$ cat src/rtl/gb_cpu_common_pkg.sv
// Shared CPU definitions: fetch-sequencer state encoding, opcode length and illegal-opcode lookups.
// GB_CPU_ILLEGAL_TRAP_EN adds the LOCKED state used to trap undefined opcodes.
package gb_cpu_common_pkg;

  localparam int unsigned GB_ADDR_W = 16;
  localparam int unsigned GB_DATA_W = 8;

  localparam logic [GB_ADDR_W-1:0] GB_RESET_PC = 16'h0000;

  typedef enum logic [2:0] {
    FETCH0 = 3'd0,
    FETCH1 = 3'd1,
    FETCH2 = 3'd2,
    ISSUE  = 3'd3
`ifdef GB_CPU_ILLEGAL_TRAP_EN
    ,
    LOCKED = 3'd4
`endif
  } fetchState_t;

  // Instruction length in bytes (1..3) as a function of the first opcode byte; CB xx is always 2.
  function automatic logic [1:0] instrLength(input logic [GB_DATA_W-1:0] byte0);
    logic [1:0] len;
    len = 2'd1;
    case (byte0)
      8'h01, 8'h11, 8'h21, 8'h31, 8'h08, 8'hC2, 8'hC3, 8'hC4, 8'hCA,
      8'hCC, 8'hCD, 8'hD2, 8'hD4, 8'hDA, 8'hDC, 8'hEA, 8'hFA:
        len = 2'd3;
      8'h06, 8'h0E, 8'h16, 8'h1E, 8'h26, 8'h2E, 8'h36, 8'h3E,
      8'h10, 8'h18, 8'h20, 8'h28, 8'h30, 8'h38,
      8'hC6, 8'hCE, 8'hD6, 8'hDE, 8'hE6, 8'hEE, 8'hF6, 8'hFE,
      8'hE0, 8'hF0, 8'hE8, 8'hF8, 8'hCB:
        len = 2'd2;
      default: len = 2'd1;
    endcase
    return len;
  endfunction

  function automatic logic isIllegalOpcode(input logic [GB_DATA_W-1:0] byte0);
    logic ill;
    ill = 1'b0;
    case (byte0)
      8'hD3, 8'hDB, 8'hDD, 8'hE3, 8'hE4, 8'hEB,
      8'hEC, 8'hED, 8'hF4, 8'hFC, 8'hFD: ill = 1'b1;
      default: ill = 1'b0;
    endcase
    return ill;
  endfunction

endpackage

$ cat src/rtl/gb_cpu_instr_length.sv
// Combinational opcode length / illegal-opcode lookup, shareable with a future prefetch queue.
// The illegal_c output exists only with GB_CPU_ILLEGAL_TRAP_EN.
module gb_cpu_instr_length
  import gb_cpu_common_pkg::*;
(
  input  logic [GB_DATA_W-1:0] opcode,
  output logic [1:0]           len_c
`ifdef GB_CPU_ILLEGAL_TRAP_EN
  ,
  output logic                 illegal_c
`endif
);

  assign len_c = instrLength(opcode);

`ifdef GB_CPU_ILLEGAL_TRAP_EN
  assign illegal_c = isIllegalOpcode(opcode);
`endif

endmodule

$ cat src/rtl/gb_cpu_fetch_sequencer.sv
// Instruction fetch sequencer: reads 1-3 opcode bytes at the fetch PC and hands them to the decoder.
// GB_CPU_ILLEGAL_TRAP_EN enables trapping of undefined opcodes into a LOCKED state (illegalOp port).
module gb_cpu_fetch_sequencer
  import gb_cpu_common_pkg::*;
(
  input  logic                 clk,
  input  logic                 reset,
  output logic                 memReq,
  output logic [GB_ADDR_W-1:0] memAddr,
  input  logic                 memAck,
  input  logic [GB_DATA_W-1:0] memData,
  input  logic                 pcLoad,
  input  logic [GB_ADDR_W-1:0] pcLoadValue,
  output logic [GB_DATA_W-1:0] opcodeByte0,
  output logic [GB_DATA_W-1:0] opcodeByte1,
  output logic [GB_DATA_W-1:0] opcodeByte2,
  output logic [GB_ADDR_W-1:0] instrPc,
  output logic                 instrValid,
  input  logic                 instrReady
`ifdef GB_CPU_ILLEGAL_TRAP_EN
  ,
  output logic                 illegalOp
`endif
);

  fetchState_t          state_q, state_d;
  logic [GB_ADDR_W-1:0] pc_q, pc_d;
  logic [GB_ADDR_W-1:0] instr_pc_q, instr_pc_d;
  logic [GB_DATA_W-1:0] byte0_q, byte0_d;
  logic [GB_DATA_W-1:0] byte1_q, byte1_d;
  logic [GB_DATA_W-1:0] byte2_q, byte2_d;

  logic [GB_DATA_W-1:0] lookup_byte_c;
  logic [1:0]           len_c;
  logic [GB_ADDR_W-1:0] pc_inc_c;
  logic                 fetching_c;

  // Length is decided from the incoming byte in FETCH0 and from the captured byte afterwards.
  assign lookup_byte_c = (state_q == FETCH0) ? memData : byte0_q;
  assign pc_inc_c      = pc_q + GB_ADDR_W'(1);

`ifdef GB_CPU_ILLEGAL_TRAP_EN
  logic illegal_c;

  gb_cpu_instr_length u_len (
    .opcode    (lookup_byte_c),
    .len_c     (len_c),
    .illegal_c (illegal_c)
  );
`else
  gb_cpu_instr_length u_len (
    .opcode (lookup_byte_c),
    .len_c  (len_c)
  );
`endif

  always_ff @(posedge clk) begin
    if (reset) begin
      state_q    <= FETCH0;
      pc_q       <= GB_RESET_PC;
      instr_pc_q <= GB_RESET_PC;
      byte0_q    <= '0;
      byte1_q    <= '0;
      byte2_q    <= '0;
    end else begin
      state_q    <= state_d;
      pc_q       <= pc_d;
      instr_pc_q <= instr_pc_d;
      byte0_q    <= byte0_d;
      byte1_q    <= byte1_d;
      byte2_q    <= byte2_d;
    end
  end

  always_comb begin
    state_d    = state_q;
    pc_d       = pc_q;
    instr_pc_d = instr_pc_q;
    byte0_d    = byte0_q;
    byte1_d    = byte1_q;
    byte2_d    = byte2_q;

    // A PC reload wins over everything, including an ack arriving in the same cycle.
    if (pcLoad) begin
      pc_d    = pcLoadValue;
      state_d = FETCH0;
    end else begin
      case (state_q)
        FETCH0: begin
          if (memAck) begin
            byte0_d = memData;
            pc_d    = pc_inc_c;
            state_d = (len_c > 2'd1) ? FETCH1 : ISSUE;
`ifdef GB_CPU_ILLEGAL_TRAP_EN
            if (illegal_c) state_d = LOCKED;
`endif
          end
        end
        FETCH1: begin
          if (memAck) begin
            byte1_d = memData;
            pc_d    = pc_inc_c;
            state_d = (len_c == 2'd3) ? FETCH2 : ISSUE;
          end
        end
        FETCH2: begin
          if (memAck) begin
            byte2_d = memData;
            pc_d    = pc_inc_c;
            state_d = ISSUE;
          end
        end
        ISSUE: begin
          if (instrReady) state_d = FETCH0;
        end
`ifdef GB_CPU_ILLEGAL_TRAP_EN
        LOCKED: state_d = state_q;
`endif
        default: state_d = FETCH0;
      endcase
    end

    // Starting a new instruction: trailing bytes read zero and instrPc tracks the fetch address.
    if (state_d == FETCH0) begin
      byte1_d    = '0;
      byte2_d    = '0;
      instr_pc_d = pc_d;
    end
  end

  assign fetching_c  = (state_q == FETCH0) || (state_q == FETCH1) || (state_q == FETCH2);
  assign memReq      = fetching_c && !reset;
  assign memAddr     = pc_q;
  assign opcodeByte0 = byte0_q;
  assign opcodeByte1 = byte1_q;
  assign opcodeByte2 = byte2_q;
  assign instrPc     = instr_pc_q;
  assign instrValid  = (state_q == ISSUE);

`ifdef GB_CPU_ILLEGAL_TRAP_EN
  assign illegalOp = (state_q == LOCKED);
`endif

endmodule

$ cat config.mk
export PLATFORM = sky130hd
export DESIGN_NAME = gb_cpu_fetch_sequencer
export DESIGN_NICKNAME = d
export VERILOG_FILES = /design/src/rtl/gb_cpu_common_pkg.sv /design/src/rtl/gb_cpu_instr_length.sv /design/src/rtl/gb_cpu_fetch_sequencer.sv
export SDC_FILE = /design/constraint.sdc
export NUM_CORES = 1
export LEC_CHECK = 0
export ABC_AREA = 1
export CELL_PAD_IN_SITES_DETAIL_PLACEMENT = 1
export CELL_PAD_IN_SITES_GLOBAL_PLACEMENT = 2
export CORE_UTILIZATION = 28
export DETAILED_ROUTE_END_ITERATION = 7
export PLACE_DENSITY_LB_ADDON = 0.1
export SLEW_MARGIN = 20
export SYNTH_ARGS = -nofsm -noshare
export SYNTH_HDL_FRONTEND = slang
export SYNTH_SLANG_ARGS = --single-unit
$ cat constraint.sdc
create_clock -name clk -period 5.4 [get_ports clk]
set_clock_uncertainty 0.15 [all_clocks]
set_input_delay 1.08 -clock clk [delete_from_list [all_inputs] [get_ports clk]]
set_output_delay 1.08 -clock clk [all_outputs]
set_load 0.02 [all_outputs]
==> results.ini <==
[placement]
placed_cells=668
port_buffers=86
place_hpwl_mm=7.112
gp_congestion=0.7641

[synth]
synth_seq_cells=59
yosysSeqAreaShare=0.3782
ys.flop_type=dfxtp_1
synthArstFlopShare=0
yosys-top-cells-area=dfxtp_1 (38%), nand2_1 (15%), inv_1 (7.7%), nand3_1 (6.1%), nor2_1 (4.9%)
syn_nets=485
yosys.cell_count.top_type=nand2_1
yosysTopAreaCell=dfxtp_1
ys_types=32
ys_top_cells_by_count=nand2_1 (127), inv_1 (64), dfxtp_1 (59)
synth.avg_cell_area_um2=6.864
synth_edf_count=0
synthesis.area_um2=3123
netlist.area_leader.share=0.3782
yosysWarnings=0
netlist_instances=455

[global_routing]
antenna_found_initial=0
top_usage_layer=met2
grt_pass1_vias=3141
gr-usage-all-layers=0.1772
grt_max_degree=21
grt_pass1_wl_mm=15.68
globalRouteMet3Util=0.03814
use_met2=0.2715
use_met1=0.2434
grt-ovfl-total=0

[cts]
post_cts_buffers=0
clock-sinks=59
cts_tree=done
cts_buffer_depth=2
insertion_delay_ns=0.34
cts_inserted_buffers=9
cts_resized=0
clk_pin_slew_ns=0.08
cts_max_level=3
cts_root_buf=clkbuf_8
cts_hold_buf=0

[floorplan]
fp.dieH_um=107.6
chipWidth_um=107.6
io_pins=87
die-area_um2=11580
core_um2=10840
start_util=0.2881
rows=38

[timing]
setup_viol=0
slew_headroom=0.5337
period_minus_slack_ns=3.697
worstMarginPinSlew_ns=0.6988
timing.hold.ws_ns=0.3302
period_share=0.6847
drv_slew=0
fmax_ghz=0.2705
fin_setup_tns_ns=0
hold_violations=0
grt_setup_unrepaired=false

[setup_path]
crit_type=input port to output port
endpoint_kind=output port
cpPeakStageDelay_ns=0.59
cp_cell_sequence=clkdlybuf4s50_1 -> buf_4 -> inv_1 -> nand2_1 -> inv_1 -> clkdlybuf4s50_1
crit_buf_inv=5
path_delay_family=buffers and inverters
path_max_fanout=12
arrival_ns=2.47
required_ns=4.17
crit_path_top_delay_cell=clkdlybuf4s50_1
cp-start-kind=input port

[cells_and_area]
fillCellCount=1383
nets=569
syn_to_final_growth_pct=36.38
multiInputGateArea_um2=1597
n_antenna_cell=0
finalNonFillerCells=684
drive_above_1_share=0.08088
ff_latch_area_um2=1181

[drt]
drcViolationCount=0
drt_first_pass_iters=4
drt-total-wl_mm=9.602
vias_per_cell=4.474
vias=3060
wire_per_inst_um=14.04
first_iter_violations=81
ant_nets=0

[outcome]
outcome=finished, final reports clean

[power_and_ir_drop]
power_density_nw_per_um2=256.4
clockPowerShare=0.342
ir_worst_vdd_mv=0.1168
p_comb_frac=0.218
p_sw_frac=0.3325
power_mw=1.092
p_int_uw=728.9
switching_power_uw=363.2
p_seq_frac=0.440
p_leak_nw=2.046

[run]
maxCapViolations=0

[worst_hold_path]
hp-class=flip-flop to flip-flop

-- logic make-up (layout without fill, tap and decap cells) --
logic type | after synthesis | in the layout | share of synthesized area
other cells | 1 | 1 | 0.001201
xor+xnor | 12 | 12 | 0.03365
mux | 14 | 14 | 0.04487
flops | 59 | 59 | 0.3782
buf+inv | 81 | 170 | 0.1106
simple gates | 252 | 252 | 0.3658
compound gates | 35 | 35 | 0.06170
fa+ha+maj | 1 | 1 | 0.004006
-- metrics by stage --
step,utilization,setup slack (ns),instance area (um^2)
after floorplan,-,2.334,3123
after global placement,0.3764,1.703,4080
after detailed placement,0.3764,1.679,4080
after CTS,0.3929,1.694,4259
after global routing,0.3929,1.647,4259
final,0.3929,1.703,4259
-- flip-flops by register name (all words and copies together) (netlist names) --
| register | cells |
|---|---|
| opcodeByte0 | 8 |
| opcodeByte1 | 8 |
| state_q | 3 |
| memAddr | 16 |
| opcodeByte2 | 8 |
| instrPc | 16 |
-- worst paths after layout --
| check | startpoint | endpoint | slack, ns | depth (start not counted) |
|---|---|---|---|---|
| setup / recovery | reset | memReq | 1.70 | 6 |
| hold / removal | opcodeByte0[3]$_SDFFE_PP0P_ | opcodeByte0[3]$_SDFFE_PP0P_ | 0.33 | 2 |
| setup reg to reg | state_q[1]$_SDFF_PP0_ | instrPc[4]$_SDFFE_PP0N_ | 2.46 | 17 |
| hold reg to reg | opcodeByte0[3]$_SDFFE_PP0P_ | opcodeByte0[3]$_SDFFE_PP0P_ | 0.33 | 2 |
-- power groups by stage --
| stage | clock network, mW | registers (mW) | logic, mW |
|---|---|---|---|
| 2_1_floorplan | 0 | 0.516 | 0.113 |
| 3_3_place_gp | 0 | 0.490 | 0.238 |
| 3_5_place_dp | 0 | 0.491 | 0.240 |
| 4_1_cts | 0.389 | 0.481 | 0.241 |
| 5_1_grt | 0.412 | 0.484 | 0.265 |
| 6_report | 0.374 | 0.480 | 0.238 |
-- area by class of cell --
cell class              count  share of cell area
clock buffers               9             0.02908
clock inverters             7             0.01293
inverters                  65             0.05729
multi-input cells         315              0.3749
flip-flops and latches     59              0.2773
well taps                 140             0.04113
repair buffers             89              0.2074
-- tightest hold or removal path: stages (launching register included) --
cell	delay, ns
dfxtp_1	0.31
inv_1	0.07
a21oi_1	0.06
-- layer usage --
metal	part of all wire	wire length, um
met2	0.45	4281
met3	0.037	356
met1	0.51	4881
met5	0	0
met4	0.0086	83
-- cell usage in the layout, fill, tap and decap left out, types with 5 or more instances in the layout --
cell type        netlist  layout
a21oi_1               12      12
clkdlybuf4s50_1        0      86
nor2_1                41      41
nand2_4                5       5
dfxtp_1               59      59
nor2_2                11      11
mux2i_1               14      14
clkbuf_8               0       9
xor2_1                 8       8
nor3_1                11      11
nand3b_1               6       6
o21ai_0               14      14
nand3_1               38      38
nand2_1              127     127
inv_1                 64      64
Power figures use the tool's default switching activity.
